## src/rtl/buf_col_ctrl_pkg.sv

```systemverilog
// buf_col_ctrl_pkg: shared state encoding and widths for the column-buffer rotation controller.
`default_nettype none

package buf_col_ctrl_pkg;

  typedef enum logic [1:0] {
    ST_IDLE  = 2'd0,
    ST_FILL  = 2'd1,
    ST_SLIDE = 2'd2,
    ST_FIN   = 2'd3
  } state_e;

  localparam int SEL_W   = 2;
  localparam int STALL_W = 16;

endpackage

`default_nettype wire

```

## src/rtl/buf_col_mod_counter.sv

```systemverilog
// buf_col_mod_counter: modulo-N enable counter; WRAP flags the terminal count N-1.
`default_nettype none

module buf_col_mod_counter
  import buf_col_ctrl_pkg::*;
#(
  parameter int N = 4,
  parameter int W = SEL_W
) (
  input  logic         CLK,
  input  logic         RST_ASYNC_N,
  input  logic         EN,
  output logic [W-1:0] CNT,
  output logic         WRAP
);

  localparam logic [W-1:0] LAST = W'(N - 1);

  logic [W-1:0] cnt_q, cnt_d;

  always_comb begin
    WRAP  = (cnt_q == LAST);
    cnt_d = cnt_q;
    if (EN) begin
      cnt_d = WRAP ? '0 : cnt_q + W'(1);
    end
  end

  always_ff @(posedge CLK or negedge RST_ASYNC_N) begin
    if (!RST_ASYNC_N) begin
      cnt_q <= '0;
    end else begin
      cnt_q <= cnt_d;
    end
  end

  assign CNT = cnt_q;

endmodule

`default_nettype wire

```

## src/rtl/buf_col_ctrl.sv

```systemverilog
// buf_col_ctrl: column-buffer rotation controller for the sliding-window datapath.
// Optional stall counter on STALL_CNT when BUF_COL_CTRL_STALL_CNT_EN is defined.
`default_nettype none

module buf_col_ctrl
  import buf_col_ctrl_pkg::*;
#(
  parameter int IMG_ROWS   = 8,
  parameter int IMG_COLS   = 8,
  parameter int N_BUF_COLS = 3
) (
  input  logic                        CLK,
  input  logic                        RST_ASYNC_N,
  input  logic                        START,
  input  logic                        PIX_VALID,
  output logic                        PIX_READY,
  output logic                        BUF_WR_EN,
  output logic [$clog2(IMG_ROWS)-1:0] BUF_ROW_ADDR,
  output logic                        SEL_WRITE_EN,
  output logic [SEL_W-1:0]            SEL_DATA,
  output logic                        WINDOW_VALID,
  output logic                        BUSY,
`ifdef BUF_COL_CTRL_STALL_CNT_EN
  output logic [STALL_W-1:0]          STALL_CNT,
`endif
  output logic                        DONE
);

  localparam int ROW_W = $clog2(IMG_ROWS);
  localparam int COL_W = $clog2(IMG_COLS + 1);

  state_e             state_q, state_d;
  logic [COL_W-1:0]   col_q, col_d;
  logic               sel_we_q, sel_we_d;
  logic               win_q, win_d;
  logic               pix_ready, accept, row_wrap, col_done;
  logic [ROW_W-1:0]   row_cnt;
  logic [SEL_W-1:0]   cur_sel;
  logic               sel_wrap_unused;

  assign pix_ready = (state_q == ST_FILL) || (state_q == ST_SLIDE);
  assign accept    = PIX_VALID && pix_ready;
  assign col_done  = accept && row_wrap;

  buf_col_mod_counter #(.N(IMG_ROWS), .W(ROW_W)) u_row_cnt (
    .CLK         (CLK),
    .RST_ASYNC_N (RST_ASYNC_N),
    .EN          (accept),
    .CNT         (row_cnt),
    .WRAP        (row_wrap)
  );

  // cur_sel updates on the same edge as the select strobe, so it doubles as the held SEL_DATA register.
  buf_col_mod_counter #(.N(N_BUF_COLS), .W(SEL_W)) u_sel_cnt (
    .CLK         (CLK),
    .RST_ASYNC_N (RST_ASYNC_N),
    .EN          (col_done),
    .CNT         (cur_sel),
    .WRAP        (sel_wrap_unused)
  );

  always_comb begin
    state_d  = state_q;
    col_d    = col_q;
    sel_we_d = 1'b0;
    win_d    = 1'b0;
    unique case (state_q)
      ST_IDLE: begin
        if (START) begin
          state_d = ST_FILL;
          col_d   = '0;
        end
      end
      ST_FILL, ST_SLIDE: begin
        if (col_done) begin
          col_d    = col_q + COL_W'(1);
          sel_we_d = 1'b1;
          win_d    = (col_q >= COL_W'(N_BUF_COLS - 1));
          if (col_q == COL_W'(IMG_COLS - 1)) begin
            state_d = ST_FIN;
          end else if ((state_q == ST_FILL) && (col_q == COL_W'(N_BUF_COLS - 1))) begin
            state_d = ST_SLIDE;
          end
        end
      end
      ST_FIN:  state_d = ST_IDLE;
      default: state_d = ST_IDLE;
    endcase
  end

  always_ff @(posedge CLK or negedge RST_ASYNC_N) begin
    if (!RST_ASYNC_N) begin
      state_q  <= ST_IDLE;
      col_q    <= '0;
      sel_we_q <= 1'b0;
      win_q    <= 1'b0;
    end else begin
      state_q  <= state_d;
      col_q    <= col_d;
      sel_we_q <= sel_we_d;
      win_q    <= win_d;
    end
  end

`ifdef BUF_COL_CTRL_STALL_CNT_EN
  logic [STALL_W-1:0] stall_q, stall_d;

  always_comb begin
    stall_d = stall_q;
    if ((state_q == ST_IDLE) && START) begin
      stall_d = '0;
    end else if (pix_ready && !PIX_VALID && (stall_q != '1)) begin
      stall_d = stall_q + STALL_W'(1);
    end
  end

  always_ff @(posedge CLK or negedge RST_ASYNC_N) begin
    if (!RST_ASYNC_N) begin
      stall_q <= '0;
    end else begin
      stall_q <= stall_d;
    end
  end

  assign STALL_CNT = stall_q;
`endif

  assign PIX_READY    = pix_ready;
  assign BUF_WR_EN    = accept;
  assign BUF_ROW_ADDR = row_cnt;
  assign SEL_WRITE_EN = sel_we_q;
  assign SEL_DATA     = cur_sel;
  assign WINDOW_VALID = win_q;
  assign BUSY         = (state_q != ST_IDLE);
  assign DONE         = (state_q == ST_FIN);

endmodule

`default_nettype wire

```

## config.mk

```make
export PLATFORM = sky130hd
export DESIGN_NAME = buf_col_ctrl
export DESIGN_NICKNAME = d
export VERILOG_FILES = /design/src/rtl/buf_col_ctrl_pkg.sv /design/src/rtl/buf_col_mod_counter.sv /design/src/rtl/buf_col_ctrl.sv
export SDC_FILE = /design/constraint.sdc
export NUM_CORES = 1
export LEC_CHECK = 0
export ABC_AREA = 0
export BUFFER_PORTS_ARGS = -buffer_cell sky130_fd_sc_hd__buf_4
export CAP_MARGIN = 20
export CORE_MARGIN = 4
export CORE_UTILIZATION = 55
export DETAILED_ROUTE_END_ITERATION = 8
export HOLD_SLACK_MARGIN = 0.03
export PLACE_DENSITY = 0.78
export SLEW_MARGIN = 0
export SYNTH_ARGS = -nofsm -noshare
export SYNTH_HDL_FRONTEND = slang
export SYNTH_SLANG_ARGS = --single-unit
```

## constraint.sdc

```tcl
create_clock -name CLK -period 4.54 [get_ports CLK]
set_clock_uncertainty 0.15 [all_clocks]
set_input_delay 0.227 -clock CLK [delete_from_list [all_inputs] [get_ports CLK]]
set_output_delay 0.227 -clock CLK [all_outputs]
set_load 0.01 [all_outputs]
```

# == Yosys cells after proc, flatten, opt, wreduce, memory -nomap -nowiden ==
# Cells that the tools add are included.
# word_totals
ff_bits,13
# classes
n_lt_le_gt_ge,1
reduce_logical,10
eq_ne,10
n_addsub,3
n_mux,14
# op_table
cell,count
2-bit 2-to-1 mux,5
4-bit 2-to-1 mux,2
4-bit case mux with 2 select lines,1
2-bit == test (second input constant),3
2-bit case mux with 3 select lines,1
3-bit AND reduction,2
4-bit by 1-bit adder with 4-bit output (second input constant),1
4-bit by 2-bit == test with 1-bit output (second input constant),1
4-bit by 3-bit == test with 1-bit output (second input constant),1
4-bit by 2-bit greater-or-equal comparator with 1-bit output (second input constant),1
1-bit 2-to-1 mux,4
2-bit inequality test (second input constant),2
2-bit nonzero test,2
3-bit by 1-bit adder with 3-bit output (second input constant),1
3-bit == test (second input constant),1
1-bit logical AND,3
3-bit 2-to-1 mux,1
3-bit inequality test (second input constant),1
2-bit by 1-bit adder with 2-bit output (second input constant),1
2-bit by 1-bit == test with 1-bit output (second input constant),1
2-bit logical NOT,1
2-bit OR reduction,1
1-bit logical OR,1

# == Logic depth before layout (Yosys ltp) ==
# logic_depth
word_depth,6
depth_mapped,6
mapped_depth_nobuf,6

# == By module ==
# Synthesis repeated with hierarchy kept, for this count alone.
# unflattened
hier_cells,81
area_unflattened_um2,820.8
# by_module_without_submodules
module,cells_each,area_each_um2,n_inst,seq_area_each_um2
buf_col_ctrl,65,594.3,1,200.2
buf_col_mod_counter (u_row_cnt),9,137.6,1,75.1
buf_col_mod_counter (u_sel_cnt),7,88.8,1,50.0

# == Least setup slack after synthesis ==
# No wires, ideal clock.
# synth_path
path_kind,flip-flop to flip-flop
start,reg state_q[0]
end,reg u_row_cnt.cnt_q[1] (netlist: u_row_cnt.CNT[1])
t_required_ps,4265
arrival_time_ps,1431
path_stages_with_launch,6
path_buffers,1
slack_ps,2835
setup_ps,125
path_cell_list,dfrtp_1 -> inv_1 -> ha_1 -> buf_2 -> nand2_1 -> mux2_2
# synth_via
elab_chain_len,3
word_cells_on_any_way,4
# synth_rtl
element,line_no,rtl
start: declaration,buf_col_ctrl.sv:32,"state_e state_q, state_d;"
start signal: assignment,buf_col_ctrl.sv:98,state_q <= state_d;
2-bit by 1-bit == test with 1-bit output / 2-bit == test (equally long branches),buf_col_ctrl.sv:41,assign pix_ready = (state_q == ST_FILL) || (state_q == ST_SLIDE);
1-bit logical OR (*),buf_col_ctrl.sv:41,
via PIX_READY,buf_col_ctrl.sv:16,"output logic PIX_READY,"
1-bit logical AND (*),buf_col_ctrl.sv:42,assign accept = PIX_VALID && pix_ready;
end signal: assignment,buf_col_mod_counter.sv:33,cnt_q <= cnt_d;
end: declaration,buf_col_mod_counter.sv:19,"logic [W-1:0] cnt_q, cnt_d;"
# The timed path passes the listed nets; every way through them passes the cells marked *.
# A chain may end at the register's enable or synchronous reset.

# == Worst setup path after layout ==
# layout_path
start,reg state_q[0]
end,out BUF_WR_EN
# layout_via
elab_chain_len,3
word_cells_on_any_way,4
# layout_rtl
element,line_no,rtl
2-bit by 1-bit == test with 1-bit output / 2-bit == test (equally long branches),buf_col_ctrl.sv:41,
1-bit logical OR (*),buf_col_ctrl.sv:41,
1-bit logical AND (*),buf_col_ctrl.sv:42,
end: declaration,buf_col_ctrl.sv:17,"output logic BUF_WR_EN,"
# Mark *: on every way between the ends. The rest lies on a longest branch, timed or not.

==> impl_metrics.json <==
{
  "yosysMostFrequentCell": "dfrtp_1",
  "synthArstFlopShare_pct": 100,
  "leakage_nw": 0.457,
  "finalMaxSlewViolations": 0,
  "status": "complete, no violations",
  "wl_met2_um": 641,
  "dieArea_um2": 2000,
  "grt_pass1_wl_mm": 2.28,
  "dp_hpwl_mm": 1.09,
  "netlist_top_cells_count": "dfrtp_1 (13), ha_1 (7), inv_1 (7), nand2_1 (7)",
  "ff2ff_path_depth": 5,
  "cts_buffers": 3,
  "ios": 15,
  "nets": 100,
  "ant_nets": 0,
  "htreeDepth": 1,
  "tightestPinTransition_ns": 0.374,
  "cts_tree": "yes",
  "drv_cap": 0,
  "rows": 12,
  "critPathSlowestCell": "ha_1",
  "cts_root_buf": "clkbuf_4",
  "antenna_cells": 0,
  "viasPerCell": 5.70,
  "syn_area_per_cell_um2": 10.6,
  "ys_seq_area_share_pct": 43.8,
  "cp.arrival_ns": 1.70,
  "synth_top_cell_area_share_pct": 43.8,
  "finalSetupTns_ns": 0,
  "finalHoldViolCount": 0,
  "core_area_um2": 1190,
  "holdWs_ns": 0.174,
  "path_clk_slew_ns": 0.08,
  "top_layer_used": "met4",
  "setup_viol": 0,
  "drc": 0,
  "io_buffers": 14,
  "rrSetupSlack_ns": 2.52,
  "die_y_um": 44.8,
  "synth_nets": 81,
  "areaGrowthSynthToFinish_pct": 20.7,
  "cpMostUsedCell": "inv_1",
  "track_usage_pct": 16.7,
  "route.met3.wl_um": 84,
  "period_minus_slack_ns": 2.07,
  "drtIter0Drc": 10,
  "worstPathCellList": "inv_1, ha_1, nand2_1, inv_1, buf_4",
  "num_vias": 581,
  "final_core_util_pct": 75.6,
  "rsz0062_at_grt": "no",
  "first_global_vias": 507,
  "max_stage_delay_ns": 0.52,
  "yosysUniqueCellTypes": 29,
  "synth_top_area_cell": "dfrtp_1",
  "gp_congestion": 0.711,
  "worst-path-buf-inv": 3,
  "hp-class": "input pin to asynchronous set/reset pin",
  "max_freq_mhz": 482,
  "r2r-end": "col_q[3]",
  "crit-reg2reg-launch": "state_q[0]",
  "netlist_instances": 70,
  "ys.flop_type": "dfrtp_1",
  "syn_area_um2": 743,
  "worst-path-stages": 5,
  "die_x_um": 44.8,
  "fillers": 86,
  "clock_path_buffers": 2,
  "vdd_drop_max_v": 0.000372,
  "path_max_fanout": 13,
  "clock_latency_ns": 0.28,
  "grt_start_max_net_pins": 14,
  "m1WireLength_um": 638,
  "worstPathRequired_ns": 4.16,
  "end_kind": "output pin",
  "cp_top_family": "adder cells",
  "relSlewSlack_pct": 74.4,
  "synth_edf_count": 0,
  "drt-total-wl_mm": 1.41,
  "start_util_pct": 62.7,
  "grt_antenna_before_repair": 0,
  "power.density_nw_per_um2": 599,
  "path_class": "register to output pin",
  "yosys_register_bits": 13,
  "first_pass_iters": 4,
  "wl_per_cell_um": 13.8,
  "drive_gt1_share_pct": 26.1,
  "yosysWarnings": 0,
  "fin_crit_sh_pct": 45.7,
  "clock-sinks": 13,
  "synth_area_leaders": "dfrtp_1 (44%), ha_1 (12%), inv_1 (3.5%)",
  "grt-ovfl-total": 0,
  "setup.worst_path.start_class": "register"
}
[cell type report]
cell class | count | area, um2 | area share, %
multi-input combinational | 49 | 387 | 43.1
timing repair buffer | 15 | 115 | 12.8
inverter | 7 | 26.3 | 2.93
tap | 14 | 17.5 | 1.95
sequential | 13 | 325 | 36.3
clock buffer | 4 | 26.3 | 2.93
[per-layer routing]
layer,vias up,global-route usage [%]
met3,4,3.59
li1,292,-
met4,0,12.7
met2,17,25.5
met1,268,20.5
met5,-,0
[worst max-delay path by stage]
stage                from                to  slack, ns
6_report       state_q[0]         BUF_WR_EN       2.47
5_1_grt        state_q[0]         BUF_WR_EN       2.31
4_1_cts        state_q[0]         BUF_WR_EN       2.45
3_5_place_dp   state_q[0]          col_q[3]       2.53
3_3_place_gp   state_q[0]          col_q[3]       2.62
2_1_floorplan  state_q[0]  u_row_cnt.CNT[1]       2.83
[stage by stage]
stage	power (mW)	cells	worst slack [ns]	cell area [um2]
after floorplan	0.375	70	2.83	743
after global placement	0.461	97	2.62	861
after detailed placement	0.471	97	2.53	861
after CTS	0.545	102	2.45	897
after global routing	0.588	102	2.31	897
final	0.538	102	2.47	897
[cells by family (layout without fill, tap and decap cells)]
family,after synthesis,after routing,share of synthesized area (%)
DFF,13,13,43.8
muxes,3,3,4.38
buffers and inverters,8,26,4.21
AOI/OAI and AO/OA,17,17,18.0
adders and majority gates,7,7,11.8
and+or+nand+nor,22,22,17.8
[where the power goes]
group | switching [mW] | internal, mW
registers | 0.0450 | 0.158
clock network | 0.0373 | 0.0341
logic | 0.132 | 0.132
[repair_timing]
action	4_1_cts	5_1_grt
endpoints found under the hold margin	13	0
setup buffers	0	0
hold buffers	1	0
gates resized for setup	0	0
[layout by cell type (no fill, tap or decap), types with 2 or more instances in the layout]
master,netlist,routed
mux2_2,2,2
clkbuf_4,0,3
nor3_1,2,2
o21ai_0,3,3
inv_1,7,7
ha_1,7,7
buf_4,0,14
a21o_1,3,3
dfrtp_1,13,13
o211ai_1,2,2
a211o_1,2,2
nor4_1,2,2
nand2_1,7,7
nand3_1,3,3
[sequential cells by signal (all words and copies together), names as in the netlist]
| signal | count |
|---|---|
| col_q | 4 |
| SEL_WRITE_EN | 1 |
| u_sel_cnt.CNT | 2 |
| u_row_cnt.CNT | 3 |
| state_q | 2 |
| WINDOW_VALID | 1 |
(Power assumes the default switching activity.)
